<file path="config.mk">
export PLATFORM = sky130hd
export DESIGN_NAME = muldiv_hilo_unit_flat
export DESIGN_NICKNAME = d
export VERILOG_FILES = /design/src/rtl/muldiv_hilo_unit_if.sv /design/src/rtl/muldiv_hilo_unit.sv /design/src/flat_wrapper.sv
export SDC_FILE = /design/constraint.sdc
export NUM_CORES = 1
export LEC_CHECK = 0
export CORE_AREA = 2 2 209 129
export DETAILED_ROUTE_END_ITERATION = 10
export DIE_AREA = 0 0 211 131
export PLACE_DENSITY = 0.93
export SYNTH_ARGS = -nofsm -noshare
export SYNTH_HDL_FRONTEND = slang
export SYNTH_SLANG_ARGS = --single-unit
export TNS_END_PERCENT = 1
</file>
<file path="constraint.sdc">
create_clock -name clk -period 4.6 [get_ports clk]
set_clock_uncertainty 0.05 [all_clocks]
set_input_delay 0.69 -clock clk [delete_from_list [all_inputs] [get_ports clk]]
set_output_delay 0.69 -clock clk [all_outputs]
set_load 0.05 [all_outputs]
</file>
<file path="src/rtl/muldiv_hilo_unit_if.sv">
// rtl/muldiv_hilo_unit_if.sv - request and HI/LO result bundle for the multiply/divide unit
interface muldiv_hilo_unit_if #(
   parameter int WIDTH = 32
) ();
   logic             start;
   logic [2:0]       op;
   logic [WIDTH-1:0] a;
   logic [WIDTH-1:0] b;
   logic             busy;
   logic             done;
   logic [WIDTH-1:0] hi;
   logic [WIDTH-1:0] lo;

   modport master (output start, op, a, b, input busy, done, hi, lo);
   modport slave  (input start, op, a, b, output busy, done, hi, lo);
endinterface

</file>
<file path="src/rtl/muldiv_hilo_unit.sv">
// rtl/muldiv_hilo_unit.sv - iterative MULT/MULTU/DIV/DIVU unit with architectural HI/LO
module muldiv_hilo_unit #(
   parameter int WIDTH = 32
) (
   input  logic              clk,
   input  logic              rst_n,
   muldiv_hilo_unit_if.slave bus
);
   localparam int CW = $clog2(WIDTH + 1);

   typedef enum logic [1:0] {S_IDLE, S_CALC, S_FIX} state_t;

   state_t             r_state;
   state_t             w_next;
   // Mult: {partial product, multiplier}. Div: {remainder, dividend/quotient}.
   logic [2*WIDTH-1:0] r_acc;
   logic [WIDTH-1:0]   r_opd;
   logic [WIDTH-1:0]   r_hi;
   logic [WIDTH-1:0]   r_lo;
   logic [CW-1:0]      r_cnt;
   logic               r_is_div;
   logic               r_neg_q;
   logic               r_neg_r;
   logic               r_dbz;
   logic               r_done;

   logic               w_idle;
   logic               w_start_arith;
   logic               w_start_mt;
   logic               w_neg_a;
   logic               w_neg_b;
   logic [WIDTH-1:0]   w_abs_a;
   logic [WIDTH-1:0]   w_abs_b;
   logic [WIDTH:0]     w_mul_sum;
   logic [WIDTH:0]     w_div_shift;
   logic               w_div_ge;
   logic [WIDTH-1:0]   w_div_diff;
   logic [WIDTH-1:0]   w_quo;
   logic [WIDTH-1:0]   w_rem;

   assign w_idle        = (r_state == S_IDLE);
   // Requests are only honoured in IDLE, so a start during CALC/FIX is dropped.
   assign w_start_arith = w_idle && bus.start && (bus.op[2] == 1'b0);
   assign w_start_mt    = w_idle && bus.start && (bus.op[2:1] == 2'b10);
   // op[0] clear selects the signed variants (MULT, DIV).
   assign w_neg_a       = ~bus.op[0] && bus.a[WIDTH-1];
   assign w_neg_b       = ~bus.op[0] && bus.b[WIDTH-1];
   assign w_abs_a       = w_neg_a ? -bus.a : bus.a;
   assign w_abs_b       = w_neg_b ? -bus.b : bus.b;

   assign w_mul_sum     = {1'b0, r_acc[2*WIDTH-1:WIDTH]} + (r_acc[0] ? {1'b0, r_opd} : '0);
   // Shifted partial remainder is below 2*divisor, so the difference always fits WIDTH bits.
   assign w_div_shift   = {r_acc[2*WIDTH-1:WIDTH], r_acc[WIDTH-1]};
   assign w_div_ge      = (w_div_shift >= {1'b0, r_opd});
   assign w_div_diff    = w_div_shift[WIDTH-1:0] - r_opd;
   assign w_quo         = r_acc[WIDTH-1:0];
   assign w_rem         = r_acc[2*WIDTH-1:WIDTH];

   assign bus.busy      = ~w_idle;
   assign bus.done      = r_done;
   assign bus.hi        = r_hi;
   assign bus.lo        = r_lo;

   // State register.
   always_ff @(posedge clk or negedge rst_n) begin
      if (!rst_n) r_state <= S_IDLE;
      else        r_state <= w_next;
   end

   // Next state: IDLE -> CALC for WIDTH iterations -> FIX for one cycle -> IDLE.
   always_comb begin
      w_next = r_state;
      case (r_state)
         S_IDLE:  if (w_start_arith) w_next = S_CALC;
         S_CALC:  if (r_cnt == CW'(1)) w_next = S_FIX;
         S_FIX:   w_next = S_IDLE;
         default: w_next = S_IDLE;
      endcase
   end

   // Scratch datapath: latch magnitudes and sign flags, then one shift-add or restoring step per cycle.
   always_ff @(posedge clk or negedge rst_n) begin
      if (!rst_n) begin
         r_acc    <= '0;
         r_opd    <= '0;
         r_cnt    <= '0;
         r_is_div <= 1'b0;
         r_neg_q  <= 1'b0;
         r_neg_r  <= 1'b0;
         r_dbz    <= 1'b0;
      end else if (w_start_arith) begin
         r_is_div <= bus.op[1];
         r_dbz    <= bus.op[1] && (bus.b == '0);
         r_neg_q  <= w_neg_a ^ w_neg_b;
         r_neg_r  <= w_neg_a;
         r_opd    <= bus.op[1] ? w_abs_b : w_abs_a;
         r_acc    <= {{WIDTH{1'b0}}, (bus.op[1] ? w_abs_a : w_abs_b)};
         r_cnt    <= CW'(WIDTH);
      end else if (r_state == S_CALC) begin
         r_cnt <= r_cnt - CW'(1);
         if (r_is_div)
            r_acc <= w_div_ge ? {w_div_diff, r_acc[WIDTH-2:0], 1'b1}
                              : {w_div_shift[WIDTH-1:0], r_acc[WIDTH-2:0], 1'b0};
         else
            r_acc <= {w_mul_sum, r_acc[WIDTH-1:1]};
      end
   end

   // HI/LO and done: sign-corrected result in FIX, or a direct MTHI/MTLO write from IDLE.
   always_ff @(posedge clk or negedge rst_n) begin
      if (!rst_n) begin
         r_hi   <= '0;
         r_lo   <= '0;
         r_done <= 1'b0;
      end else begin
         r_done <= (r_state == S_FIX) || w_start_mt;
         if (r_state == S_FIX) begin
            if (r_is_div) begin
               // Divide by zero leaves |a| as remainder; re-applying the dividend sign restores raw a.
               r_hi <= r_neg_r ? -w_rem : w_rem;
               r_lo <= r_dbz ? '1 : (r_neg_q ? -w_quo : w_quo);
            end else begin
               {r_hi, r_lo} <= r_neg_q ? -r_acc : r_acc;
            end
         end else if (w_start_mt) begin
            if (bus.op[0]) r_lo <= bus.a;
            else           r_hi <= bus.a;
         end
      end
   end
endmodule

</file>
<file path="src/flat_wrapper.sv">
// flat-port wrapper written by rule: the top's interface ports become plain ports
module muldiv_hilo_unit_flat 
#(
   parameter int WIDTH = 32
)
  (clk, rst_n, bus_start, bus_op, bus_a, bus_b, bus_busy, bus_done, bus_hi, bus_lo);
  muldiv_hilo_unit_if #(.WIDTH(WIDTH)) bus_i ();
  input  logic clk;
  input  logic rst_n;
  input wire logic [$bits(bus_i.start)-1:0] bus_start;
  input wire logic [$bits(bus_i.op)-1:0] bus_op;
  input wire logic [$bits(bus_i.a)-1:0] bus_a;
  input wire logic [$bits(bus_i.b)-1:0] bus_b;
  output wire logic [$bits(bus_i.busy)-1:0] bus_busy;
  output wire logic [$bits(bus_i.done)-1:0] bus_done;
  output wire logic [$bits(bus_i.hi)-1:0] bus_hi;
  output wire logic [$bits(bus_i.lo)-1:0] bus_lo;
  assign bus_i.start = bus_start;
  assign bus_i.op = bus_op;
  assign bus_i.a = bus_a;
  assign bus_i.b = bus_b;
  assign bus_busy = bus_i.busy;
  assign bus_done = bus_i.done;
  assign bus_hi = bus_i.hi;
  assign bus_lo = bus_i.lo;
  muldiv_hilo_unit #(.WIDTH(WIDTH)) u_core (.clk(clk), .rst_n(rst_n), .bus(bus_i));
endmodule
</file>
Word-level counts from Yosys, hierarchy flattened. Cells that the tools add are included.

$add $sub $neg: 8. $mul: 0. Divide/modulo/power cells: 0. $lt $le $gt $ge: 1. Equal/unequal tests: 7. Shifts and indexed selects: 0. Muxes and demuxes: 26. Bitwise gates (word level): 4. Reductions and logical operators: 15.

Operators with widths (number): two-way mux 32 bit (16); two-way mux 64 bit (5); negator 32 bit (4); negator 64 bit (1); adder 32 x 33 -> 33 bit (1); greater-or-equal comparator 33 x 32 -> 1 bit (1); zero test 32 bit (1); subtractor 32 bit (1); two-way mux 6 bit (2); == test 6 x 1 -> 1 bit, second input constant (1); logical AND 1 bit (6); AND reduction 2 bit (3); nonzero test 2 bit (3); subtractor 6 x 1 -> 6 bit, second input constant (1); == test 2 bit, second input constant (2); two-way mux 2 bit (2); inequality test 2 x 1 -> 1 bit, second input constant (2); case mux 2 bit (2 select lines) (1); inverter 1 bit (3); == test 2 x 1 -> 1 bit, second input constant (1); zero test 2 bit (1); inequality test 2 bit, second input constant (1); logical OR 1 bit (1); bitwise XOR 1 bit (1).

Register bits after elaboration: 173. Latch bits: 0. RAM bits: 0. Memory bits (read-only): 0. Input bits: 70. Output and inout bits: 66. Logic and storage cells: 72. Memories kept: 0.

Logic depth before layout (Yosys ltp).
Depth after elaboration: 5. Mapped depth: 14. Depth with buffers taken out: 13.

Worst setup path after synthesis. No wires, ideal clock.

Path type: register to register. From: register u_core.r_acc[0]. To: register u_core.r_acc[59]. Data arrival time: 3186 ps. Data required time: 4411 ps. Path slack: 1224 ps. Stages on the path, launching flop included: 15. Path buffers: 2. Cells stage by stage: dfrtp_1 -> inv_1 -> clkbuf_1 -> nor2_1 -> ha_1 -> clkbuf_1 -> nand4_1 -> or3_1 -> a211oi_1 -> nor3_1 -> o311a_1 -> o21a_1 -> o21ai_0 -> xnor2_1 -> o221ai_1.

Longest elaborated chain between the ends: 5.

Ends and longest elaborated chain: start, declared (RTL line muldiv_hilo_unit.sv:16) `logic [2*WIDTH-1:0] r_acc;`; start signal, assigned (RTL line muldiv_hilo_unit.sv:97) `r_acc <= {{WIDTH{1'b0}}, (bus.op[1] ? w_abs_a : w_abs_b)};`; start signal, assigned (RTL line muldiv_hilo_unit.sv:102) `r_acc <= w_div_ge ? {w_div_diff, r_acc[WIDTH-2:0], 1'b1}`; start signal, assigned (RTL line muldiv_hilo_unit.sv:105) `r_acc <= {w_mul_sum, r_acc[WIDTH-1:1]};`; two-way mux 32 bit (RTL line muldiv_hilo_unit.sv:51) `assign w_mul_sum = {1'b0, r_acc[2*WIDTH-1:WIDTH]} + (r_acc[0] ? {1'b0, r_opd} : '0);`; adder 32 x 33 -> 33 bit (RTL line muldiv_hilo_unit.sv:51); two-way mux 64 bit (RTL line muldiv_hilo_unit.sv:101) `if (r_is_div)`; two-way mux 64 bit (RTL line muldiv_hilo_unit.sv:99) `end else if (r_state == S_CALC) begin`; two-way mux 64 bit (RTL line muldiv_hilo_unit.sv:91) `end else if (w_start_arith) begin`.

No other way between the ends. The select of a mux whose other input is x is not followed. A chain may end at the register's enable or synchronous reset.

Worst setup path in the final report.
From: register u_core.r_acc[44]. To: register u_core.r_acc[0].

Longest elaborated chain between the ends: 5.

Ends and longest elaborated chain: greater-or-equal comparator 33 x 32 -> 1 bit (RTL line muldiv_hilo_unit.sv:54) `assign w_div_ge = (w_div_shift >= {1'b0, r_opd});`; two-way mux 64 bit (RTL line muldiv_hilo_unit.sv:102); two-way mux 64 bit (RTL line muldiv_hilo_unit.sv:101); two-way mux 64 bit (RTL line muldiv_hilo_unit.sv:99); two-way mux 64 bit (RTL line muldiv_hilo_unit.sv:91).

No other way between the ends. The select of a mux whose other input is x is not followed.

==> reports/metrics.cfg <==
[clock_network]
post_cts_resized=0
cts_max_path_buffers=2
hold_buffers=0
postCtsSetupBuffers=0
numCtsBuffers=17
htree_levels=4
clk_latency_ns=0.47
clock_sinks=173
cts_tree=done
root_buffer=clkbuf_16
path_clk_slew_ns=0.07

[grt]
grt_pass1_wl_um=86500
grtUsageTotal=0.404
grt_start_max_net_pins=77
overflow=0
antenna_found_initial=2
first_global_vias=15300

[setup_path]
crit_fanout=14
crit_required_ns=4.87
crit_type=reg -> reg
crit_arrival_ns=4.34
crit_path_max_incr_delay_ns=0.56
cpMostUsedCell=nand2_1
endpoint_kind=register
cp_cell_sequence=ha_1 > nand4_1 > nor4_1 > buf_4 > a221oi_1 > o21ai_0 > o211ai_1 > nand2_1 > nand2_1 > a21boi_0 > o221ai_1
slowest_stage=dfrtp_1
crit_path_start_kind=register

[sta]
post-route-period-util=0.885
slew-limit-headroom=0.150
tightestPinTransition_ns=1.27
hold_viol=0
finalMaxSlewViolations=0
min_period_ns=4.07
report.final.setup_viol=0
rsz0062_at_grt=no
max_freq_ghz=0.246
fin_ws_ns=0.531
setup_tns_ns=0

[cells_and_area]
drive_gt1_frac=0.0547
fin_nets=2159
multi_input_area_sq_um=10100
area_delta_synth_final_pct=14.5
fill_cells=2066
mostFrequentLayoutCell=nand2_1
seqCellArea_sq_um=4330
layout_common_cells=nand2_1 (211), o21ai_0 (194), nor2_1 (176), dfrtp_1 (172), a21oi_1 (167)

[yosys]
synth_area_sq_um=15100
yosysUniqueCellTypes=74
synth_nets=2092
ys_seq_area_frac=0.286
ys_warn_count=0
ys.flop_type=dfrtp_1
ys_ff_latch=173
async_flop_share=1.00
netlist_instances=1950
synth.avg_cell_area_sq_um=7.77
synth-edff-count=0

[routing]
drt-initial-drc-count=2742
drc=0
routedWlPerCell_um=23.4
top_layer=met5
met1Wirelength_um=22600
route.met2.wl_um=22600
finalWirelength_um=55500
dr.pass1.iters=8
vias_per_cell=6.99
wl_met3_um=8330
vias=16600
drtAntennaViolNets=0

[power]
vdd_drop_max_mv=0.193
p_per_area_nw_per_um2=188
total_power_mw=3.27
p_leak_nw=7.30

[die]
core_sq_um=25800
rows=46
die_x_um=211
die-area_sq_um=27600
die_y_um=131
initial_utilization=0.586
ioPinCount=136

[run_status]
outcome=finished clean

[place]
gp_congestion=1.06
dp_worst_setup_slack_ns=0.726
post-dp-hpwl_um=41100
io_buffers=135

[job]
cap_violations=0

[min_path]
hold_path_class=in -> async

[routing by layer]
metal | global-route usage | vias up
met5 | 0 | -
met4 | 0.145 | 2
met2 | 0.578 | 1303
met1 | 0.575 | 7830
met3 | 0.127 | 179
li1 | - | 7236
[path summary, 6_finish.rpt]
kind	startpoint	endpoint	slack, ns	cells after the start
worst max-delay path	u_core.r_acc[44]	u_core.r_acc[0]	0.53	11
worst min-delay path	rst_n	u_core.bus.lo[20]	0.20	1
worst max register to register	u_core.r_acc[44]	u_core.r_acc[0]	0.53	11
worst min register to register	u_core.r_opd[7]	u_core.r_opd[7]	0.45	2
max in group asynchronous	rst_n	u_core.r_acc[2]	3.23	2
min in group clk	u_core.r_opd[7]	u_core.r_opd[7]	0.45	2
[cell families (layout without fill, tap and decap cells)]
logic type / after synthesis / in the layout / synth area share
compound gates: 674 / 674 / 0.283
xor+xnor: 170 / 170 / 0.0983
fa+ha+maj: 72 / 72 / 0.0605
buf+inv: 202 / 281 / 0.0508
flops: 173 / 173 / 0.286
mux: 53 / 53 / 0.0354
other cells: 0 / 1 / 0
simple gates: 606 / 606 / 0.186
[area by class of cell]
cell class,instances,share of cell area
multi-input combinational,1575,0.580
sequential,173,0.250
timing repair buffer,181,0.0983
clock buffer,18,0.0247
tap,336,0.0242
inverter,69,0.0149
clock inverter,13,0.00729
antenna,1,0.000144
[flip-flops by register name, indices dropped and copies added, names as in the netlist]
name	flops
u_core.r_opd	32
u_core.r_is_div	1
u_core.r_dbz	1
u_core.bus.done	1
u_core.bus.lo	32
u_core.r_cnt	6
u_core.r_acc	64
u_core.r_neg_r	1
u_core.bus.hi	32
u_core.r_neg_q	1
u_core.r_state	2
[through the flow]
step                area (sq um)  cells  hold slack (ns)  utilization
floorplan                  15100   1950            0.344            -
global placement           16800   2334            0.420        0.650
detailed placement         16800   2334            0.428        0.650
CTS                        17300   2365            0.226        0.671
global route               17300   2365            0.264        0.671
finish                     17300   2366            0.202        0.671
[critical path, delay by kind of cell, from the launching register on]
kind	cells	cell delay [ns]
DFF	1	0.56
adders and majority gates	1	0.37
and+or+nand+nor	4	1.22
AOI/OAI and AO/OA	5	1.55
buffers and inverters	1	0.16
[power by group]
| group | total, mW | leakage, nW | internal (mW) | switching [mW] |
|---|---|---|---|---|
| sequential | 1.52 | 1.88 | 1.52 | 0 |
| clock | 1.45 | 0.271 | 0.788 | 0.663 |
| combinational | 0.297 | 5.14 | 0.112 | 0.184 |
| total | 3.27 | 7.30 | 2.42 | 0.848 |
[synthesized netlist by cell type, types with 41 or more instances]
cell,count,area (sq um)
nand2_1,211,792
o21ai_0,194,971
nor2_1,178,668
dfrtp_1,173,4330
a21oi_1,167,836
clkbuf_1,118,443
xor2_1,86,753
xnor2_1,84,736
ha_1,70,876
inv_1,68,255
mux2i_1,48,480
o211ai_1,42,315
nor3_1,41,205
Note: power is estimated with default switching activity, not from simulation.
